--- config.mk ---
export PLATFORM = sky130hd
export DESIGN_NAME = instr_fetch_stage
export DESIGN_NICKNAME = d
export VERILOG_FILES = /design/src/rtl/instr_fetch_stage.sv
export SDC_FILE = /design/constraint.sdc
export NUM_CORES = 1
export LEC_CHECK = 0
export CORE_MARGIN = 10
export CORE_UTILIZATION = 45
export CTS_CLUSTER_SIZE = 16
export DETAILED_ROUTE_END_ITERATION = 16
export MAX_ROUTING_LAYER = met4
export PLACE_DENSITY_LB_ADDON = 0.1
export SYNTH_ARGS = -nofsm -noshare
export SYNTH_HDL_FRONTEND = slang
export SYNTH_SLANG_ARGS = --single-unit
--- constraint.sdc ---
create_clock -name clk -period 4.4 [get_ports clk]
set_input_delay 0.88 -clock clk [delete_from_list [all_inputs] [get_ports clk]]
set_output_delay 0.88 -clock clk [all_outputs]
set_load 0.05 [all_outputs]
--- src/rtl/instr_fetch_stage.sv ---
// RV32I instruction fetch stage: PC register, IF/ID slot and decode handshake.
// Define FETCH_MISALIGN_CHK_EN to trap on misaligned redirect targets.
module instr_fetch_stage #(
  parameter logic [31:0] RESET_PC  = 32'h0000_0000,
  parameter logic [31:0] NOP_INSTR = 32'h0000_0013
) (
  input  logic        clk,
  input  logic        rst_n,
  output logic [31:0] imem_pc,
  input  logic [31:0] imem_instr,
  input  logic        redirect_valid,
  input  logic [31:0] redirect_pc,
  output logic        id_valid,
  input  logic        id_ready,
  output logic [31:0] id_pc,
  output logic [31:0] id_instr,
  output logic [31:0] id_pc_plus4
`ifdef FETCH_MISALIGN_CHK_EN
  ,
  output logic        fetch_misalign
`endif
);

  // state | meaning
  // BOOT  | first cycle after reset, no capture
  // RUN   | fetching and handing slots to decode
  // TRAP  | misaligned redirect seen; frozen until reset
  typedef enum logic [1:0] {
    BOOT = 2'd0,
    RUN  = 2'd1,
    TRAP = 2'd2
  } state_t;

  state_t      state_q, state_d;
  logic [31:0] pc_q, pc_d;
  logic        valid_q, valid_d;
  logic [31:0] id_pc_q, id_pc_d;
  logic [31:0] instr_q, instr_d;
  logic [31:0] plus4_q, plus4_d;
  logic        misalign_q, misalign_d;
  logic        advance;

  assign advance = (state_q == RUN) && (!valid_q || id_ready);

  always_comb begin
    state_d    = state_q;
    pc_d       = pc_q;
    valid_d    = valid_q;
    id_pc_d    = id_pc_q;
    instr_d    = instr_q;
    plus4_d    = plus4_q;
    misalign_d = misalign_q;

    if (redirect_valid && (state_q != TRAP)) begin
      // Flush wins over any capture; a slot handed over this cycle still counts as consumed.
      valid_d = 1'b0;
      instr_d = NOP_INSTR;
      state_d = RUN;
`ifdef FETCH_MISALIGN_CHK_EN
      pc_d = redirect_pc;
      if (redirect_pc[1:0] != 2'b00) begin
        state_d    = TRAP;
        misalign_d = 1'b1;
      end
`else
      pc_d = redirect_pc & 32'hFFFF_FFFC;
`endif
    end else if (state_q == BOOT) begin
      state_d = RUN;
    end else if (advance) begin
      id_pc_d = pc_q;
      instr_d = imem_instr;
      plus4_d = pc_q + 32'd4;
      valid_d = 1'b1;
      pc_d    = pc_q + 32'd4;
    end else if (valid_q && id_ready) begin
      valid_d = 1'b0;
    end
  end

  always_ff @(posedge clk) begin
    if (!rst_n) begin
      state_q    <= BOOT;
      pc_q       <= RESET_PC;
      valid_q    <= 1'b0;
      id_pc_q    <= 32'h0;
      instr_q    <= NOP_INSTR;
      plus4_q    <= 32'h0;
      misalign_q <= 1'b0;
    end else begin
      state_q    <= state_d;
      pc_q       <= pc_d;
      valid_q    <= valid_d;
      id_pc_q    <= id_pc_d;
      instr_q    <= instr_d;
      plus4_q    <= plus4_d;
      misalign_q <= misalign_d;
    end
  end

  assign imem_pc     = pc_q;
  assign id_valid    = valid_q;
  assign id_pc       = id_pc_q;
  assign id_instr    = instr_q;
  assign id_pc_plus4 = plus4_q;

`ifdef FETCH_MISALIGN_CHK_EN
  assign fetch_misalign = misalign_q;
`else
  logic unused_misalign;
  assign unused_misalign = misalign_q;
`endif

endmodule

==> results.toml, run 1 <==
[run_status]
status = "completed"

[power_and_ir_drop]
p_sw_uw = 888
power_frac_comb_pct = 16.7
p_per_area_nw_per_um2 = 413
ir_drop_uv = 231
p_sw_share_pct = 27.0
power_mw = 3.28
total_leakage_power_nw = 2.91
seqPwrFrac_pct = 37.9
internal_power_mw = 2.40
clkPwrFrac_pct = 45.4

[hold_path]
whs_endpoint = "id_instr[15]$_SDFFE_PP0P_"
hold_start = "id_instr[15]$_SDFFE_PP0P_"
hold_path.class = "reg2reg"
whs_path_depth = 2

[grt]
grt_pass1_vias = 5261
grt_pass1_wl_um = 26700
grt_max_degree = 59
grt_overflow = 0
antenna_found_initial = 0
grt_usage_pct = 20.5

[critical_path]
critPathLaunchType = "register"
crit_chain = "clkdlybuf4s50_1"
r2r-end = "imem_pc[16]$_SDFFE_PN0P_"
cp-end-kind = "primary output"
worst-path-buf-inv = 1
crit_family = "buffers and inverters"
crit_type = "reg2out"
rr_worst_depth = 6
critPathArrivalTime_ns = 1.84
reg2reg_setup_slack_ns = 1.74
cpPeakStageDelay_ns = 0.88
required_ns = 3.52
cp_max_fo = 9
cp_slowest_cell = "clkdlybuf4s50_1"
reg2reg_from = "imem_pc[2]$_SDFFE_PN0P_"

[floorplan]
die_w_um = 130
initial_utilization_pct = 45.6
io-pin-count = 197
fp.coreArea_um2 = 11900
dieArea_um2 = 16900
die_y_um = 130
row_count = 40

[clock_tree]
cts_buffer_depth = 2
cts_buffers = 17
cts_tree = "yes"
ctsHoldBuffers = 0
cts_root_buf = "clkbuf_16"
clock_latency_ns = 0.41
cts.sinks = 124
cts_resized = 0
htreeDepth = 4
clkTransAtPathRegs_ns = 0.05
post_cts_buffers = 0

[synth]
synth_area_leaders = "dfxtp_1 (46%), nand2_1 (10%), a21oi_1 (6.4%)"
synth_ff_type = "dfxtp_1"
synth_edf_count = 0
synth_area_leader_cell = "dfxtp_1"
yosys.area.top_type_share_pct = 45.7
synthTopCellsByCount = "nand2_1 (148), dfxtp_1 (124), a21oi_1 (69)"
ys_seq_area_share_pct = 45.7
ys_async_sr_fraction_pct = 0
synth-seq-cells = 124
syn_inst = 652
yosys_warnings = 0
avgSynthCellArea_um2 = 8.33
netlist-cell-type-count = 40
syn_area_um2 = 5430
yosysMostFrequentCell = "nand2_1"

[place]
io_buffers = 188
gp_congestion = 0.805
dp_hpwl_um = 11700

[drt]
routed_wl_um = 16700
ant_nets = 0
viasPerCell = 5.24
dr.first_iter.drc_count = 303
num_vias = 5079
drt_first_pass_iters = 4
wl_per_cell_um = 17.2
drc = 0

[finish]
syn_to_final_growth_pct = 46.3
register_area_um2 = 2480
drive_gt1_share_pct = 6.68
nFillCells = 1032
diodes = 0
multi_input_area_um2 = 2700
nets = 881

[sta]
period_needed_ns = 2.72
finalMaxSlewViolations = 0
fmax_mhz = 367
tightest_slew_ns = 1.14
rsz0062_at_grt = "false"
tns_ns = 0
hold_slack_ns = 0.456
fin_skew_ns = 0.00691
hold_viol_final = 0
setup_viol_count_final = 0
post-route-period-util_pct = 61.8
slew_headroom_pct = 23.4

[job]
cap_violations = 0
layout make-up:
type,count,share of cell area (%)
timing repair buffer,196,24.5
clock buffer,23,6.26
clock inverter,7,1.70
inverter,2,0.0944
tap,147,2.31
multi-input combinational,471,33.9
sequential,124,31.2
worst reg2reg max path: stages (launching register included):
cell,delay (ns)
dfxtp_1,0.52
ha_1,0.30
nand3_1,0.18
nor3_2,0.97
nand3_1,0.20
xnor2_1,0.18
o211a_1,0.21
registers in the layout, summed over array words and instances (netlist names):
name,flops
id_instr,32
id_pc,30
id_pc_plus4,30
imem_pc,30
id_valid,1
state_q,1
layer usage:
| metal | part of all wire [%] | track usage, % | vias up | wire, µm |
|---|---|---|---|---|
| met4 | 1.6 | 7.41 | 0 | 263 |
| met5 | 0 | - | - | 0 |
| li1 | - | - | 2516 | - |
| met2 | 47 | 32.8 | 174 | 7900 |
| met3 | 8.9 | 7.63 | 23 | 1490 |
| met1 | 42 | 23.2 | 2366 | 7000 |
cell usage in the layout (no fill, tap or decap), types with 5 or more instances in the layout:
master and n:
a21boi_0 31, a21oi_1 69, and2_1 5, and3_1 5, and4_1 6, buf_4 7
clkbuf_16 17, clkbuf_8 5, clkdlybuf4s50_1 187, conb_1 6, dfxtp_1 124, nand2_1 147
nand2b_1 7, nand3_1 24, nand4_1 14, nor2_1 10, nor3_1 7, o211a_1 13
o21ai_0 44, xnor2_1 26, xor2_1 30
worst max-delay path by stage:
stage                                        start                  endpoint  slack [ns]  cells past startpoint
after floorplan            imem_pc[2]$_SDFFE_PN0P_  imem_pc[16]$_SDFFE_PN0P_        2.19                      6
after global placement              redirect_valid  imem_pc[31]$_SDFFE_PN0P_        1.42                      4
after detailed placement            redirect_valid    id_pc[31]$_SDFFE_PN0P_        1.40                      5
after CTS                 imem_pc[13]$_SDFFE_PN0P_               imem_pc[13]        1.66                      1
after global routing       imem_pc[2]$_SDFFE_PN0P_  imem_pc[16]$_SDFFE_PN0P_        1.52                      6
final                     imem_pc[13]$_SDFFE_PN0P_               imem_pc[13]        1.68                      1
through the flow:
step / utilization, % / area (µm²) / setup slack [ns] / std cells
finish: 66.8 / 7950 / 1.68 / 970
global route: 66.8 / 7950 / 1.52 / 970
CTS: 66.8 / 7950 / 1.66 / 970
detailed placement: 61.4 / 7320 / 1.40 / 940
global placement: 61.4 / 7320 / 1.42 / 940
floorplan: - / 5450 / 2.19 / 657
power by group through the flow:
stage / Clock [mW] / Combinational, mW / Sequential, mW
4_1_cts: 1.51 / 0.552 / 1.24
6_report: 1.49 / 0.547 / 1.24
3_5_place_dp: 0 / 0.549 / 1.27
2_1_floorplan: 0 / 0.166 / 1.44
5_1_grt: 1.56 / 0.583 / 1.25
3_3_place_gp: 0 / 0.544 / 1.26
cell families (layout without fill, tap and decap cells):
group                    after synthesis  after routing  share of synthesized area [%]
multiplexers                           1              1                          0.184
flip-flops                           124            124                           45.7
AO/OA/AOI/OAI                        161            161                           17.6
XOR/XNOR                              56             56                           9.03
buffers and inverters                 62            228                           5.27
AND/OR/NAND/NOR                      246            246                           21.9
adder cells (fa/ha/maj)                1              1                          0.230
other                                  1              6                         0.0690
Power figures use the tool's default switching activity.
==> run 2: changes to the inputs <==
--- a/config.mk
+++ b/config.mk
@@ -6,7 +6,7 @@
 export NUM_CORES = 1
 export LEC_CHECK = 0
 export CORE_MARGIN = 10
-export CORE_UTILIZATION = 45
+export CORE_UTILIZATION = 41
 export CTS_CLUSTER_SIZE = 16
 export DETAILED_ROUTE_END_ITERATION = 16
 export MAX_ROUTING_LAYER = met4
==> constraint.sdc (replaced) <==
create_clock -name clk -period 2.3 [get_ports clk]
set_input_delay 0.46 -clock clk [delete_from_list [all_inputs] [get_ports clk]]
set_output_delay 0.46 -clock clk [all_outputs]
set_load 0.05 [all_outputs]
==> results.toml, run 2 (same netlist as run 1, synthesis figures left out) <==
[clock_tree]
clock_latency_ns = 0.41
cts_tree = "yes"
cts_resized = 4
ctsHoldBuffers = 0
cts_buffer_depth = 2
cts_root_buf = "clkbuf_16"
cts.sinks = 124
clkTransAtPathRegs_ns = 0.05
cts_buffers = 17
post_cts_buffers = 0
htreeDepth = 4

[sta]
setup_viol_count_final = 0
finalMaxSlewViolations = 0
tns_ns = 0
fin_skew_ns = 0.00763
fmax_mhz = 445
tightest_slew_ns = 0.583
period_needed_ns = 2.25
rsz0062_at_grt = "false"
post-route-period-util_pct = 97.6
slew_headroom_pct = 60.9
hold_viol_final = 0

[drt]
dr.first_iter.drc_count = 303
routed_wl_um = 16800
ant_nets = 0
wl_per_cell_um = 16.4
drc = 0
drt_first_pass_iters = 5
num_vias = 5096
viasPerCell = 4.96

[floorplan]
initial_utilization_pct = 41.4
fp.coreArea_um2 = 13100
io-pin-count = 197
die_w_um = 135
dieArea_um2 = 18300
die_y_um = 135
row_count = 42

[place]
gp_congestion = 0.827
placed_cell_area_um2 = 7590
io_buffers = 188
dp_hpwl_um = 12500
post-place-cells = 994

[grt]
antenna_found_initial = 1
grt_pass1_vias = 5135
grt_max_degree = 60
grt_overflow = 0
grt_usage_pct = 19.0
grt_pass1_wl_um = 27100

[hold_path]
hold_path.class = "reg2reg"
hold_start = "id_instr[25]$_SDFFE_PP0P_"

[critical_path]
worstSetupStartpoint = "imem_pc[27]$_SDFFE_PN0P_"
cp_slowest_cell = "clkdlybuf4s50_1"
reg2reg_from = "imem_pc[16]$_SDFFE_PN0P_"
worst-path-buf-inv = 1
cpPeakStageDelay_ns = 0.87
r2r-end = "id_pc_plus4[25]$_SDFFE_PN0P_"
cp_max_fo = 8
required_ns = 1.84
reg2reg_setup_slack_ns = 0.31
path_depth = 1
critPathLaunchType = "register"
crit_type = "reg2out"
rr_worst_depth = 5
endpoint = "imem_pc[27]"
cp-end-kind = "primary output"
crit_chain = "clkdlybuf4s50_1"
critPathArrivalTime_ns = 1.79
crit_family = "buffers and inverters"

[finish]
largest_reg_flops = 32
final_cell_mix = "clkdlybuf4s50_1 (178), nand2_1 (147), dfxtp_1 (124)"
drive_gt1_share_pct = 9.18
syn_to_final_growth_pct = 50.4
layout_commonest_cell = "clkdlybuf4s50_1"
stdcell_count = 1027
nets = 906
design_area_um2 = 8180

[job]
cap_violations = 0

[run_status]
status = "completed"

[power_and_ir_drop]
p_per_area_nw_per_um2 = 740
ir_drop_uv = 407
total_leakage_power_nw = 3.11
power_mw = 6.05
[run 2: changes by cell type in the layout (fill, tap and decap cells not counted), moves of 2 or more]
| cell | previous run | this run |
|---|---|---|
| dlymetal6s2s_1 | 0 | 5 |
| buf_12 | 1 | 5 |
| clkdlybuf4s50_1 | 187 | 178 |
| clkbuf_1 | 1 | 5 |
| buf_4 | 7 | 28 |
| clkbuf_8 | 5 | 3 |
| dlygate4sd2_1 | 0 | 4 |
| bufinv_16 | 4 | 2 |
[run 2: worst min path at each step]
stage	cells past startpoint	to	slack, ns
floorplan	2	id_valid$_SDFFE_PP0P_	0.47
global placement	2	id_instr[22]$_SDFFE_PP0P_	0.44
detailed placement	2	id_instr[7]$_SDFFE_PP0P_	0.45
CTS	2	state_q[0]$_SDFFE_PN0P_	0.45
global route	2	id_instr[17]$_SDFFE_PP0P_	0.47
finish	2	id_instr[25]$_SDFFE_PP0P_	0.45
[run 2: per-stage QoR]
step                utilization [%]  hold slack (ns)  setup slack [ns]
finish                         62.2            0.451            0.0546
global route                   62.2            0.473           0.00373
CTS                            62.1            0.453           0.00746
detailed placement             57.8            0.450            0.0164
global placement               57.8            0.442            0.0954
floorplan                         -            0.470            0.0854
[run 2: routing by layer]
| layer | up-vias | track usage [%] | share of wire [%] |
|---|---|---|---|
| li1 | 2567 | - | - |
| met1 | 2354 | 21.8 | 42 |
| met2 | 158 | 29.1 | 46 |
| met3 | 17 | 8.58 | 10 |
| met4 | 0 | 6.28 | 1.3 |
| met5 | - | - | 0 |
[run 2: layout make-up]
type | count | area, µm²
Fill cell | 1172 | 4960
Multi-Input combinational cell | 471 | 2700
Sequential cell | 124 | 2480
Timing Repair Buffer | 221 | 2190
Clock buffer | 25 | 485
Tap cell | 176 | 220
Clock inverter | 7 | 87.6
Inverter | 2 | 7.51
Antenna cell | 1 | 2.50
[run 2: power by group]
part / internal (mW) / switching [mW]
logic: 0.424 / 0.687
registers: 2.26 / 0.100
clock network: 1.67 / 0.908
total: 4.35 / 1.70
==> run 3: changes to the inputs <==
--- a/config.mk
+++ b/config.mk
@@ -5,7 +5,6 @@
 export SDC_FILE = /design/constraint.sdc
 export NUM_CORES = 1
 export LEC_CHECK = 0
-export CORE_MARGIN = 10
 export CORE_UTILIZATION = 41
 export CTS_CLUSTER_SIZE = 16
 export DETAILED_ROUTE_END_ITERATION = 16
==> results.toml, run 3 (same netlist as run 1, synthesis figures left out) <==
[drt]
viasPerCell = 5.07
wl_per_cell_um = 15.3
num_vias = 5165
dr.first_iter.drc_count = 306
routed_wl_um = 15600
drc = 0
drt_first_pass_iters = 4
ant_nets = 0

[hold_path]
hold_start = "id_instr[16]$_SDFFE_PP0P_"
hold_path.class = "reg2reg"

[critical_path]
cpPeakStageDelay_ns = 0.87
critPathLaunchType = "register"
cp_max_fo = 8
worstSetupStartpoint = "imem_pc[4]$_SDFFE_PN0P_"
crit_type = "reg2out"
worst-path-buf-inv = 1
reg2reg_from = "imem_pc[12]$_SDFFE_PN0P_"
reg2reg_setup_slack_ns = 0.32
required_ns = 1.84
cp-end-kind = "primary output"
crit_family = "buffers and inverters"
cp_slowest_cell = "clkdlybuf4s50_1"
crit_chain = "clkdlybuf4s50_1"
critPathArrivalTime_ns = 1.80

[floorplan]
row_count = 41
fp.coreArea_um2 = 12800
initial_utilization_pct = 42.5
die_w_um = 117
io-pin-count = 197
die_y_um = 117
dieArea_um2 = 13700

[clock_tree]
cts.sinks = 124
cts_root_buf = "clkbuf_16"
clkTransAtPathRegs_ns = 0.05
cts_tree = "yes"
cts_buffer_depth = 2
clock_latency_ns = 0.41
htreeDepth = 4
cts_buffers = 17
post_cts_buffers = 0

[place]
io_buffers = 188
gp_congestion = 0.774
dp_hpwl_um = 10900

[sta]
post-route-period-util_pct = 98.2
setup_viol_count_final = 0
period_needed_ns = 2.26
tns_ns = 0
hold_viol_final = 0
finalMaxSlewViolations = 0
rsz0062_at_grt = "false"
fin_skew_ns = 0.00812
slew_headroom_pct = 61.6
tightest_slew_ns = 0.573
fmax_mhz = 443

[job]
cap_violations = 0

[grt]
grt_pass1_wl_um = 24500
grt_max_degree = 53
grt_usage_pct = 24.1
grt_pass1_vias = 4879
antenna_found_initial = 0
grt_overflow = 0

[finish]
final_cell_mix = "clkdlybuf4s50_1 (184), nand2_1 (147), dfxtp_1 (124)"
layout_commonest_cell = "clkdlybuf4s50_1"
multi_input_area_um2 = 2700
nFillCells = 1116
register_area_um2 = 2480
nets = 904
largest_reg_flops = 32
drive_gt1_share_pct = 8.97
diodes = 0
syn_to_final_growth_pct = 48.7

[power_and_ir_drop]
power_mw = 5.87
ir_drop_uv = 447
total_leakage_power_nw = 3.03
p_per_area_nw_per_um2 = 726

[run_status]
status = "completed"
run 3: metrics by stage:
step | hold WS (ns) | worst slack, ns | instance area (µm²) | instances | util [%]
global placement | 0.441 | 0.173 | 7550 | 988 | 59.1
detailed placement | 0.448 | 0.125 | 7550 | 988 | 59.1
global route | 0.472 | 0.000237 | 8080 | 1019 | 63.3
finish | 0.453 | 0.0405 | 8080 | 1019 | 63.3
floorplan | 0.470 | 0.0854 | 5450 | 657 | -
CTS | 0.456 | 0.00502 | 8070 | 1019 | 63.2
run 3: path summary, 6_finish.rpt:
path,to,cells after the start
setup / recovery,imem_pc[4],1
hold / removal,id_instr[16]$_SDFFE_PP0P_,2
setup reg to reg,id_pc_plus4[26]$_SDFFE_PN0P_,5
hold reg to reg,id_instr[16]$_SDFFE_PP0P_,2
run 3: timing repair:
item | in CTS | in global routing
hold buffers | 0 | 0
endpoints found under the setup margin | 0 | 3
resized for setup | 0 | 3
run 3: metal layers:
| layer | GRT usage (%) | routed length, µm | part of all wire [%] | vias to the layer above |
|---|---|---|---|---|
| met1 | 29.2 | 6900 | 44 | 2411 |
| met4 | 10.3 | 369 | 2.4 | 0 |
| li1 | - | - | - | 2556 |
| met5 | - | 0 | 0 | - |
| met2 | 37.9 | 7450 | 48 | 165 |
| met3 | 6.28 | 874 | 5.6 | 33 |
run 3: power by group:
group | internal (mW) | switching (mW) | total, mW
Clock | 1.49 | 0.921 | 2.41
Combinational | 0.419 | 0.676 | 1.10
Sequential | 2.26 | 0.106 | 2.37
run 3: cell type report:
type	count	area share, %
Multi-Input combinational cell	471	33.3
Sequential cell	124	30.7
Timing Repair Buffer	219	26.7
Clock buffer	22	5.62
Tap cell	172	2.66
Clock inverter	9	0.898
Inverter	2	0.0929
run 3: worst reg2reg max path: stages (launching register included):
cell and delay (ns):
dfxtp_1 0.52, and4_1 0.39, and2_1 0.46, nand4_1 0.21, xor2_1 0.21, a21oi_1 0.08
